**src/rtl/reg_file_sb.sv**
```systemverilog
// Multi-read-port register file with a pending-write (busy-bit) scoreboard; r0 reads as zero.
// Optional write-through forwarding to the read ports when RF_BYPASS_EN is defined.
module reg_file_sb #(
    parameter int DATA_W = 32,
    parameter int ADDR_W = 5,
    parameter int NUM_RD = 2
) (
    input  logic                       Clk,
    input  logic                       Reset_n,
    input  logic [NUM_RD*ADDR_W-1:0]   Read_register,
    output logic [NUM_RD*DATA_W-1:0]   Read_data,
    output logic [NUM_RD-1:0]          Read_ready,
    input  logic                       RegWrite,
    input  logic [ADDR_W-1:0]          Write_register,
    input  logic [DATA_W-1:0]          Write_data,
    input  logic                       Issue_valid,
    input  logic [ADDR_W-1:0]          Issue_register,
    output logic                       Issue_accept,
    output logic [ADDR_W:0]            Pending_count
);

    localparam int DEPTH = 2 ** ADDR_W;
    localparam logic [ADDR_W:0] ONE = {{ADDR_W{1'b0}}, 1'b1};

    logic [DATA_W-1:0] regs [DEPTH];
    logic [DEPTH-1:0]  busy;
    logic [DEPTH-1:0]  clear_mask;
    logic [DEPTH-1:0]  set_mask;
    logic              write_en;
    logic              release_hit;
    logic              issue_set;
    logic [ADDR_W-1:0] rd_addr [NUM_RD];

    assign write_en    = RegWrite && (Write_register != '0);
    assign release_hit = write_en && busy[Write_register];

    // Issue handshake: Issue_accept is a same-cycle, combinational answer to
    // Issue_valid; there is no stall or hold, the source simply retries.
    // A write releasing the same register this cycle frees it for reissue.
    assign Issue_accept = Issue_valid &&
                          ((Issue_register == '0) || !busy[Issue_register] ||
                           (RegWrite && (Write_register == Issue_register)));
    assign issue_set    = Issue_accept && (Issue_register != '0);

    always_comb begin
        clear_mask = '0;
        set_mask   = '0;
        if (release_hit) clear_mask[Write_register] = 1'b1;
        if (issue_set)   set_mask[Issue_register]   = 1'b1;
    end

    always_ff @(posedge Clk) begin
        if (!Reset_n) begin
            for (int i = 0; i < DEPTH; i++) regs[i] <= '0;
            busy          <= '0;
            Pending_count <= '0;
        end else begin
            if (write_en) regs[Write_register] <= Write_data;
            // Clear before set, so a same-cycle release+reissue stays busy.
            busy <= (busy & ~clear_mask) | set_mask;
            if (issue_set && !release_hit)
                Pending_count <= Pending_count + ONE;
            else if (release_hit && !issue_set)
                Pending_count <= Pending_count - ONE;
        end
    end

    for (genvar k = 0; k < NUM_RD; k++) begin : g_rd_addr
        assign rd_addr[k] = Read_register[k*ADDR_W +: ADDR_W];
    end

    always_comb begin
        Read_data  = '0;
        Read_ready = '0;
        for (int k = 0; k < NUM_RD; k++) begin
            Read_data[k*DATA_W +: DATA_W] = regs[rd_addr[k]];
            Read_ready[k]                 = !busy[rd_addr[k]];
`ifdef RF_BYPASS_EN
            if (write_en && (Write_register == rd_addr[k])) begin
                Read_data[k*DATA_W +: DATA_W] = Write_data;
                Read_ready[k]                 = 1'b1;
            end
`endif
            if (rd_addr[k] == '0) begin
                Read_data[k*DATA_W +: DATA_W] = '0;
                Read_ready[k]                 = 1'b1;
            end
        end
    end

endmodule

```
**config.mk**
```make
export PLATFORM = sky130hd
export DESIGN_NAME = reg_file_sb
export DESIGN_NICKNAME = d
export VERILOG_FILES = /design/src/rtl/reg_file_sb.sv
export SDC_FILE = /design/constraint.sdc
export NUM_CORES = 2
export LEC_CHECK = 0
export ABC_AREA = 1
export CAP_MARGIN = 20
export CORE_MARGIN = 2
export CORE_UTILIZATION = 26
export DETAILED_ROUTE_END_ITERATION = 16
export GPL_ROUTABILITY_DRIVEN = 0
export HOLD_SLACK_MARGIN = 0.08
export PLACE_DENSITY = 0.36
export SLEW_MARGIN = 25
export SYNTH_ARGS = -nofsm -noshare
export SYNTH_HDL_FRONTEND = slang
export SYNTH_SLANG_ARGS = --single-unit
```
**constraint.sdc**
```tcl
create_clock -name Clk -period 8.4 [get_ports Clk]
set_input_delay 1.68 -clock Clk [delete_from_list [all_inputs] [get_ports Clk]]
set_output_delay 1.68 -clock Clk [all_outputs]
set_load 0.005 [all_outputs]
```
Yosys cells after proc, flatten, opt, wreduce, memory -nomap -nowiden
Memory sizes are Yosys's and may differ from the RTL's.
Index checks and enable logic that the tools add are counted.
- RAM bits: 1024
- input port bits: 56
- bits in registers: 38
- logic and storage cells: 65
- output and inout port bits: 73
- memories: 1
- multiplexer cells: 27
- bitwise operators: 3
- reductions and logical operators: 23
- magnitude comparators: 6
- add/sub/neg operators: 2
- equality and inequality tests: 1
- memory list (name ; depth ; width ; rd ports ; clocked after memory_dff ; write ports ; line ; RTL):
    regs ; 32 ; 32 ; 2 ; 0 ; 32 ; 25 ; logic [DATA_W-1:0] regs [DEPTH];
- operators by type and width (kind ; number):
    32-bit two-way mux ; 5
    32-bit bitwise AND ; 1
    32-bit NOT ; 1
    32-bit bitwise OR ; 1
    32-bit OR reduction ; 1
    5-bit by 6-bit < comparator with 1-bit output (second input constant) ; 4
    1-bit binary-select mux with 5-bit select ; 4
    5-bit logical NOT ; 3
    1-bit two-way mux ; 13
    6-bit two-way mux ; 2
    1-bit demux with 5-bit select ; 2
    5-bit by 1-bit >= comparator with 1-bit output (second input constant) ; 2
    5-bit nonzero test ; 2
    1-bit logical AND ; 9
    6-bit by 1-bit adder with 6-bit output (second input constant) ; 1
    6-bit by 1-bit subtractor with 6-bit output (second input constant) ; 1
    5-bit equality test ; 1
    1-bit logical NOT ; 5
    5-bit two-way mux ; 1
    1-bit logical OR ; 2
    2-bit nonzero test ; 1

Logic depth before layout (Yosys ltp)
- word-level depth: 11
- mapped depth: 26
- depth with buffers taken out: 23

Worst setup path after synthesis
No wires, ideal clock.
- path kind: input to output
- start point: input port Read_register[6]
- end point: output port Read_data[35]
- data arrival time: 2.847 ns
- path buffers: 3
- stages: 10
- setup slack: 3.873 ns
- path through: buf_4 inv_4 buf_4 clkbuf_1 o21ai_0 o221ai_1 nand3_1 nand3_1 nand2_1 nor2_1
- cells in the longest elaborated chain, start to end: 2
- elaborated cells between the ends (all ways): 3
- RTL lines (item ; line ; RTL):
    start, declared ; 10 ; input logic [NUM_RD*ADDR_W-1:0] Read_register,
    memory read 32 x 32 bit or 5-bit logical NOT (tied branches) ; -- ;
    32-bit two-way mux * ; 84 ; if (rd_addr[k] == '0) begin
    end, declared ; 11 ; output logic [NUM_RD*DATA_W-1:0] Read_data,
Mark *: on every way between the ends. The rest lies on a longest branch, timed or not.

Worst setup path after layout
- start point: input port Read_register[5]
- end point: output port Read_data[57]
Same word-level chain as after synthesis.

==> results.toml <==
[place]
placed_cell_area_um2 = 62100
dp_cells = 9493
hpwlAfterDp_mm = 170.8
port_buffers = 128
pre_cts_ws_ns = 1.356

[detailed_routing]
top_layer_used = "met4"
drt_iter0_markers = 6744
antenna_left = 0
wl_per_cell_um = 31.27
firstDrtPassIters = 6
wl_met2_mm = 139.0
route.detailed.drc = 0
met3_length_mm = 20.98
wirelength_mm = 304.8
wl_met1_mm = 131.7
vias = 53510
via_per_inst = 5.490

[worst_setup_path]
crit_type = "input port to output port"
worstPathMaxFanout = 111
critPathLaunchType = "input port"
r2r_setup_slack_ns = 4.95
r2r_cells = 22
regToRegStartpoint = "busy[1]$_SDFF_PN0_"
crit_path_end_kind = "output port"
arrival_ns = 5.41
rr_endpoint = "Pending_count[5]$_SDFFE_PN0P_"
critPathRequiredTime_ns = 6.72

[die]
die_area_um2 = 226600
initial_core_util_pct = 26.11
dieHeight_um = 476.0
pin_count = 129
die_x_um = 476.0
fp-row-count = 173
core_area_um2 = 221900

[yosys]
syn_area_per_cell_um2 = 8.494
async_flop_share_pct = 0
synth-main-ff-cell = "edfxtp_1"
yosysWarnings = 0
synth_cell_types = 38
yosysSeqAreaShare_pct = 54.40
ys_seq_elements = 1062
syn-instance-count = 6819
synth_area_um2 = 57920
synth-edff-count = 1024

[hold_path]
min_path_type = "flip-flop to flip-flop"
worstHoldStart = "busy[0]$_SDFF_PN0_"
min_to = "busy[0]$_SDFF_PN0_"
hold_depth = 2

[cts]
postCtsSetupBuffers = 0
clkTransAtPathRegs_ns = 0.05
cts_hold_buf = 0
cts.sinks = 1062
clockRootBuffer = "clkbuf_16"
cts.htree.levels = 4
clk_latency_ns = 0.79
clk_path_buf_depth = 3
cts_buffers = 137
tritoncts = "built"
post_cts_resized = 0

[finish]
fin_util_pct = 29.92
areaGrowthSynthToFinish_pct = 14.61
layout-drive-gt1-share_pct = 7.240
final_common_cell = "nor2_1"
final_cell_mix = "1921 x nor2_1, 1024 x edfxtp_1, 958 x o21ai_0, 564 x nand2_1, 392 x a21oi_1"
final_area_um2 = 66380
fin_cells = 9747
final_nets = 6720

[sta]
worst_pin_slew_ns = 1.076
period_share_pct = 84.42
finalHoldViolations = 0
fmax_ghz = 0.1410
min_period_ns = 7.091
skew_ns = 0.008761
setup_ws_ns = 1.309
rsz0062_at_grt = "false"
slew_viol_final = 0
slew_headroom_pct = 28.02
finalSetupViolations = 0
timing.setup.tns_ns = 0

[outcome]
status = "complete, no violations"

[job]
cap_violations = 0

[grt]
grt_usage_pct = 26.34
antenna_found_initial = 12
overflow = 0
grt_pass1_vias = 50880
grt_max_degree = 140
grt_pass1_wl_mm = 418.9

[power_and_ir_drop]
power.leakage_nw = 23.60
max-vdd-ir-drop_mv = 0.1944
power_density_nw_per_um2 = 210.9
flip-flops by register name, summed over array words and instances, names as in the netlist:
register,flops
busy,32
Pending_count,6
regs,1024
stage by stage:
step / total power [mW] / hold slack (ns)
2_1_floorplan: 7.286 / 0.4201
3_3_place_gp: 8.250 / 0.4393
3_5_place_dp: 8.245 / 0.4368
4_1_cts: 14.10 / 0.4477
5_1_grt: 14.45 / 0.4593
6_report: 14.00 / 0.4495
layout make-up:
cell class              instances  area [um2]
diodes                          4       10.01
well taps                    2975        3722
flip-flops and latches       1062       31510
clock inverters                72       545.5
repair buffers                337        3212
fillers                     23130      155500
inverters                     231       914.6
clock buffers                 178        3731
multi-input cells            4888       22740
cells by family (layout without fill, tap and decap cells):
logic type,count (synthesis),in the layout,share of synthesized area [%]
AND/OR/NAND/NOR,2989,2989,20.43
other,1,36,0.006475
AO/OA/AOI/OAI,1854,1854,18.04
flip-flops,1062,1062,54.40
buffers and inverters,900,818,6.859
adder cells (fa/ha/maj),7,7,0.1642
XOR/XNOR,6,6,0.09073
critical path: stages:
cell and delay [ns]:
buf_8 0.19, inv_8 0.57, buf_4 0.47, buf_4 0.36, nor2_1 0.07, nor2_1 0.12, a21oi_1 0.06, a21oi_1 0.19
o21ai_1 0.09, nand2_1 0.08, nor2_1 0.04, nor2_1 0.61, clkdlybuf4s50_1 0.63
metal layers:
metal	up-vias	global-route usage [%]
met5	-	0
met4	0	10.70
met3	503	3.618
met2	2608	41.93
met1	26990	35.94
li1	23410	-
where the power goes:
group / switching, mW / total [mW] / internal [mW]
Clock: 2.51 / 5.85 / 3.34
Combinational: 1.41 / 1.92 / 0.503
Sequential: 0.145 / 6.24 / 6.09
worst max path at each step:
stage	from	end	slack [ns]
final	Read_register[5]	Read_data[57]	1.31
after global routing	Read_register[5]	Read_data[57]	1.24
after CTS	Read_register[5]	Read_data[45]	1.34
after detailed placement	Read_register[5]	Read_data[45]	1.36
after global placement	Read_register[5]	Read_data[45]	1.36
after floorplan	Read_register[6]	Read_data[35]	3.87
cell usage after synthesis (55+ instances only):
master | n | area share [%]
nor2_1 | 1923 | 12
edfxtp_1 | 1024 | 53
o21ai_0 | 958 | 8.3
nand2_1 | 626 | 4.1
a21oi_1 | 392 | 3.4
nand3_1 | 379 | 3.3
clkbuf_1 | 358 | 2.3
buf_2 | 227 | 2.0
inv_1 | 217 | 1.4
o221ai_1 | 157 | 2.4
o211ai_1 | 125 | 1.6
o22ai_1 | 123 | 1.3
o21ai_1 | 55 | 0.48
(Power assumes the default switching activity.)
